<file path="src/rtl/alu_arbiter.sv">
// alu_arbiter: shares one combinational ALU between two requesters.
//
// Each cycle at most one request is accepted by round-robin arbitration. The
// accepted operation is held in a single-entry issue register that drives the
// ALU operand and control outputs. The ALU result returns to the owning
// requester over a valid/ready response channel one cycle after acceptance.
// A response consumed in the same cycle as a new accept gives one op/cycle.
//
// Ports:
//   clk, rst              clock, synchronous active-high reset
//   reqN_valid/ready      request handshake for requester N (N = 0, 1)
//   reqN_ra, reqN_rb      operands
//   reqN_arith_mode       0 add, 1 subtract
//   reqN_logic_alt        logic/shift alternate select
//   reqN_funct3           logic/shift function
//   reqN_sel              result select: 0 arith_out, 1 logic_out
//   rspN_valid/ready      response handshake for requester N
//   rspN_data             selected ALU result (same value on both ports)
//   alu_*                 registered ALU inputs / combinational ALU results
module alu_arbiter #(
  parameter int unsigned WIDTH = 32
) (
  input  logic             clk,
  input  logic             rst,

  input  logic             req0_valid,
  output logic             req0_ready,
  input  logic [WIDTH-1:0] req0_ra,
  input  logic [WIDTH-1:0] req0_rb,
  input  logic             req0_arith_mode,
  input  logic             req0_logic_alt,
  input  logic [2:0]       req0_funct3,
  input  logic             req0_sel,

  input  logic             req1_valid,
  output logic             req1_ready,
  input  logic [WIDTH-1:0] req1_ra,
  input  logic [WIDTH-1:0] req1_rb,
  input  logic             req1_arith_mode,
  input  logic             req1_logic_alt,
  input  logic [2:0]       req1_funct3,
  input  logic             req1_sel,

  output logic             rsp0_valid,
  input  logic             rsp0_ready,
  output logic [WIDTH-1:0] rsp0_data,

  output logic             rsp1_valid,
  input  logic             rsp1_ready,
  output logic [WIDTH-1:0] rsp1_data,

  output logic [WIDTH-1:0] alu_ra,
  output logic [WIDTH-1:0] alu_rb,
  output logic             alu_arith_mode,
  output logic             alu_logic_alt,
  output logic [2:0]       alu_funct3,
  input  logic [WIDTH-1:0] alu_arith_out,
  input  logic [WIDTH-1:0] alu_logic_out
);

  // Issue register
  logic             op_valid_q,   op_valid_d;
  logic             owner_q,      owner_d;
  logic             sel_q,        sel_d;
  logic [WIDTH-1:0] ra_q,         ra_d;
  logic [WIDTH-1:0] rb_q,         rb_d;
  logic             arith_mode_q, arith_mode_d;
  logic             logic_alt_q,  logic_alt_d;
  logic [2:0]       funct3_q,     funct3_d;
  // Round-robin pointer: port most recently accepted
  logic             last_grant_q, last_grant_d;

  logic             rsp_fire;
  logic             slot_free;
  logic             grant;
  logic             accept;
  logic [WIDTH-1:0] result;

  // Grant depends only on the valids; ready only on grant and slot_free, so
  // there is no valid->ready->valid loop on a port.
  always_comb begin
    rsp_fire   = op_valid_q && (owner_q ? rsp1_ready : rsp0_ready);
    slot_free  = !op_valid_q || rsp_fire;
    grant      = (req0_valid && req1_valid) ? ~last_grant_q : req1_valid;
    // Requests are ignored while rst is asserted.
    req0_ready = slot_free && !rst && !grant;
    req1_ready = slot_free && !rst && grant;
    accept     = grant ? (req1_valid && req1_ready) : (req0_valid && req0_ready);
  end

  always_comb begin
    op_valid_d   = op_valid_q;
    owner_d      = owner_q;
    sel_d        = sel_q;
    ra_d         = ra_q;
    rb_d         = rb_q;
    arith_mode_d = arith_mode_q;
    logic_alt_d  = logic_alt_q;
    funct3_d     = funct3_q;
    last_grant_d = last_grant_q;
    if (accept) begin
      op_valid_d   = 1'b1;
      owner_d      = grant;
      last_grant_d = grant;
      sel_d        = grant ? req1_sel        : req0_sel;
      ra_d         = grant ? req1_ra         : req0_ra;
      rb_d         = grant ? req1_rb         : req0_rb;
      arith_mode_d = grant ? req1_arith_mode : req0_arith_mode;
      logic_alt_d  = grant ? req1_logic_alt  : req0_logic_alt;
      funct3_d     = grant ? req1_funct3     : req0_funct3;
    end else if (rsp_fire) begin
      op_valid_d = 1'b0;
    end
  end

  always_ff @(posedge clk) begin
    if (rst) begin
      op_valid_q   <= 1'b0;
      owner_q      <= 1'b0;
      sel_q        <= 1'b0;
      ra_q         <= '0;
      rb_q         <= '0;
      arith_mode_q <= 1'b0;
      logic_alt_q  <= 1'b0;
      funct3_q     <= 3'd0;
      last_grant_q <= 1'b1;  // port 0 wins the first contention
    end else begin
      op_valid_q   <= op_valid_d;
      owner_q      <= owner_d;
      sel_q        <= sel_d;
      ra_q         <= ra_d;
      rb_q         <= rb_d;
      arith_mode_q <= arith_mode_d;
      logic_alt_q  <= logic_alt_d;
      funct3_q     <= funct3_d;
      last_grant_q <= last_grant_d;
    end
  end

  always_comb begin
    alu_ra         = ra_q;
    alu_rb         = rb_q;
    alu_arith_mode = arith_mode_q;
    alu_logic_alt  = logic_alt_q;
    alu_funct3     = funct3_q;
    result         = sel_q ? alu_logic_out : alu_arith_out;
    // A pending response is dropped, not emitted, while rst is asserted.
    rsp0_valid     = op_valid_q && !owner_q && !rst;
    rsp1_valid     = op_valid_q && owner_q && !rst;
    rsp0_data      = result;
    rsp1_data      = result;
  end

endmodule

</file>
<file path="config.mk">
export PLATFORM = sky130hd
export DESIGN_NAME = alu_arbiter
export DESIGN_NICKNAME = d
export VERILOG_FILES = /design/src/rtl/alu_arbiter.sv
export SDC_FILE = /design/constraint.sdc
export NUM_CORES = 1
export LEC_CHECK = 0
export ABC_CLOCK_PERIOD_IN_PS = 2000
export BUFFER_PORTS_ARGS = -buffer_cell sky130_fd_sc_hd__buf_2
export CAP_MARGIN = 20
export CORE_AREA = 2 2 134 136
export CTS_BUF_LIST = sky130_fd_sc_hd__clkbuf_4 sky130_fd_sc_hd__clkbuf_8
export CTS_CLUSTER_DIAMETER = 80
export DETAILED_ROUTE_END_ITERATION = 7
export DIE_AREA = 0 0 136 138
export GPL_TIMING_DRIVEN = 0
export PLACE_DENSITY = 0.65
export REMOVE_ABC_BUFFERS = 1
export SYNTH_ARGS = -nofsm -noshare
export SYNTH_HDL_FRONTEND = slang
export SYNTH_SLANG_ARGS = --single-unit
</file>
<file path="constraint.sdc">
create_clock -name clk -period 2 [get_ports clk]
set_input_delay 0.2 -clock clk [delete_from_list [all_inputs] [get_ports clk]]
set_output_delay 0.2 -clock clk [all_outputs]
set_load 0.05 [all_outputs]
</file>
==> flow_summary.toml <==
[run_status]
status = "finished clean"

[timing]
relSlewSlack = 0.5686
worst_pin_slew_ns = 0.6471
skew_ns = 0.01689
final-hold-violation-count = 0
fin_crit_sh = 0.9383
grt_setup_unrepaired = "no"
setup_viol = 0
setup_ws_ns = 0.1233
slew_violations = 0
max_freq_ghz = 0.5329
whs_ns = 0.1250
period_needed_ns = 1.877

[setup_path]
r2r_start = "owner_q$_SDFFE_PP0P_"
critPathKind = "reg2out"
end_kind = "output pin"
cp-start-kind = "register"
cp_max_fo = 5
startpoint = "owner_q$_SDFFE_PP0P_"
cp_data_required_time_ns = 1.80
ff2ff_path_depth = 4
cp_data_arrival_time_ns = 1.68

[synth]
synth_seq_cells = 73
ys_types = 22
syn_area_per_cell_sq_um = 9.909
postSynthCellCount = 485
synth_seq_area_share = 0.3041
netlist_area_sq_mm = 0.004806
ys.warnings.count = 0

[clock_network]
cts_hold_buf = 0
htree_levels = 3
cts_root_buf = "clkbuf_8"
clk_pin_slew_ns = 0.09
cts_made_buffers = 9
cts_tree = "built"
cts_sinks = 73
clk_latency_ns = 0.37
cts_buffer_depth = 2

[pwr]
p_sw_w = 0.002346
switching_share = 0.4379
p_clk_frac = 0.251
combinationalPowerShare = 0.430
ir_worst_vdd_mv = 0.7356
p_leak_nw = 3.060
powerDensity_mw_per_mm2 = 785.5
internal_power_w = 0.003011
pwr-share-seq = 0.319

[place]
hpwl_um = 13550
gp_congestion = 0.8795
port_buffers = 346
dp_slack_ns = -0.06804

[global_route]
antenna_found_initial = 0
grt_pass1_wl_um = 25450
grt_usage = 0.1787
grt_pass1_vias = 4639
grt_max_degree = 83
grt_overflow = 0

[drt]
wl_per_cell_um = 17.01
antenna_left = 0
first_pass_iters = 4
routed_wirelength_um = 17110
viasPerCell = 4.806
drc_errors = 0
detail_route.iter0.violations = 219
vias = 4835

[final_layout]
drive_above_1_share = 0.6203
num_antenna_cells = 0
nNetsFinal = 982
synthToLayoutAreaGrowth_pct = 41.92

[floorplan]
core-area_sq_mm = 0.01753
floorplan.initialDensity = 0.2741
die_w_um = 136
ios = 347
floorplan.die_area_sq_mm = 0.01877
std_cell_rows = 49
dieHeight_um = 138

[flow_run]
cap_violations = 0

[hold_path]
holdCritStartpoint = "rst"
hold_path.class = "in2reg"
hold_depth = 2
[sequential cells by signal (all words and copies together), names as in the netlist]
name / cells
alu_arith_mode: 1
owner_q: 1
op_valid_q: 1
alu_logic_alt: 1
sel_q: 1
alu_rb: 32
alu_funct3: 3
alu_ra: 32
last_grant_q: 1
[worst max-delay path: stages (launching register included)]
cell     delay [ns]
dfxtp_1        0.41
mux2i_4        0.37
and2_1         0.24
nor3_1         0.06
buf_2          0.21
[cell usage after synthesis]
cell type / count / area share
and2_1: 1 / 0.0013
inv_1: 2 / 0.0016
mux2_2: 32 / 0.075
a21boi_0: 2 / 0.0031
buf_4: 33 / 0.052
buf_6: 8 / 0.019
a211o_1: 1 / 0.0018
nand2_1: 73 / 0.057
a21oi_1: 1 / 0.0010
clkbuf_1: 22 / 0.017
o32ai_1: 1 / 0.0018
nor3_1: 1 / 0.0010
inv_2: 1 / 0.00078
o221ai_1: 1 / 0.0018
nor2_1: 2 / 0.0016
mux2i_1: 71 / 0.15
nand3_1: 70 / 0.073
buf_1: 1 / 0.00078
buf_2: 17 / 0.018
and3_1: 2 / 0.0026
dfxtp_1: 73 / 0.30
o221ai_2: 70 / 0.22
[kinds of logic after synthesis]
logic type / share of synthesized area
AND/OR/NAND/NOR: 0.1364
buffers and inverters: 0.1083
multiplexers: 0.2229
AO/OA/AOI/OAI: 0.2283
flip-flops: 0.3041
[final cells by class]
cell class,count,area [sq um]
multi-input cells,329,2882
well taps,229,286.5
clock inverters,6,92.59
inverters,3,13.76
fillers,1772,10710
repair buffers,356,1949
flip-flops and latches,73,1465
clock buffers,10,131.4
[power by group through the flow]
stage                     logic, W  clock network (W)  registers, W
after floorplan            0.00118                  0       0.00221
after global placement     0.00232                  0       0.00174
after detailed placement   0.00231                  0       0.00173
after CTS                  0.00232            0.00139       0.00171
after global routing       0.00242            0.00145       0.00173
final                      0.00230            0.00135       0.00171
[per-layer routing]
layer	GRT usage	vias up	share of wire
li1	-	2371	-
met4	0.08607	0	0.041
met3	0.04217	35	0.066
met1	0.2018	2214	0.40
met2	0.3126	215	0.49
met5	0	-	0
[cell usage in the layout (no fill, tap or decap)]
cell        instances
a211o_4             1
o221ai_2           70
inv_4               1
nor3_1              1
nand3_1            70
dfxtp_1            72
dfxtp_4             1
nand2_1            72
buf_16              4
clkinv_4            2
a21oi_1             1
and3_1              2
buf_4               1
mux2_2             32
nand2_4             1
inv_1               2
nor2_1              1
a21boi_4            1
o221ai_1            1
mux2i_1            70
o32ai_1             1
clkinvlp_4          2
nor2_4              1
clkbuf_8            9
a211o_2             1
and2_1              1
mux2i_4             1
buf_12              5
buf_2             346
clkbuf_4            1
bufinv_16           2
a21boi_0            1
[stage by stage]
| stage | std cells | cell area, sq um | utilization | setup TNS [ns] | power (W) |
|---|---|---|---|---|---|
| 5_1_grt | 1006 | 6820 | 0.3890 | 0 | 0.005595 |
| 3_3_place_gp | 979 | 6315 | 0.3601 | -686.65 | 0.004059 |
| 6_report | 1006 | 6820 | 0.3890 | 0 | 0.005357 |
| 2_1_floorplan | 404 | 4297 | - | -493.78 | 0.003394 |
| 3_5_place_dp | 988 | 6563 | 0.3743 | -1.744 | 0.004045 |
| 4_1_cts | 1006 | 6809 | 0.3883 | 0 | 0.005422 |
[timing repair]
| item | CTS | global route |
|---|---|---|
| pin swaps | 2 | 0 |
| endpoints found under the setup margin | 91 | 51 |
| resized for setup | 2 | 2 |
| buffers inserted | 1 | 0 |
| cloned | 1 | 0 |
[final timing paths]
check                            endpoint  slack [ns]
hold / removal    op_valid_q$_SDFFE_PP0P_        0.12
setup / recovery               req0_ready        0.12
hold reg to reg   alu_rb[26]$_SDFFE_PP0P_        0.52
setup reg to reg   alu_ra[9]$_SDFFE_PP0P_        0.17
Power figures use the tool's default switching activity.
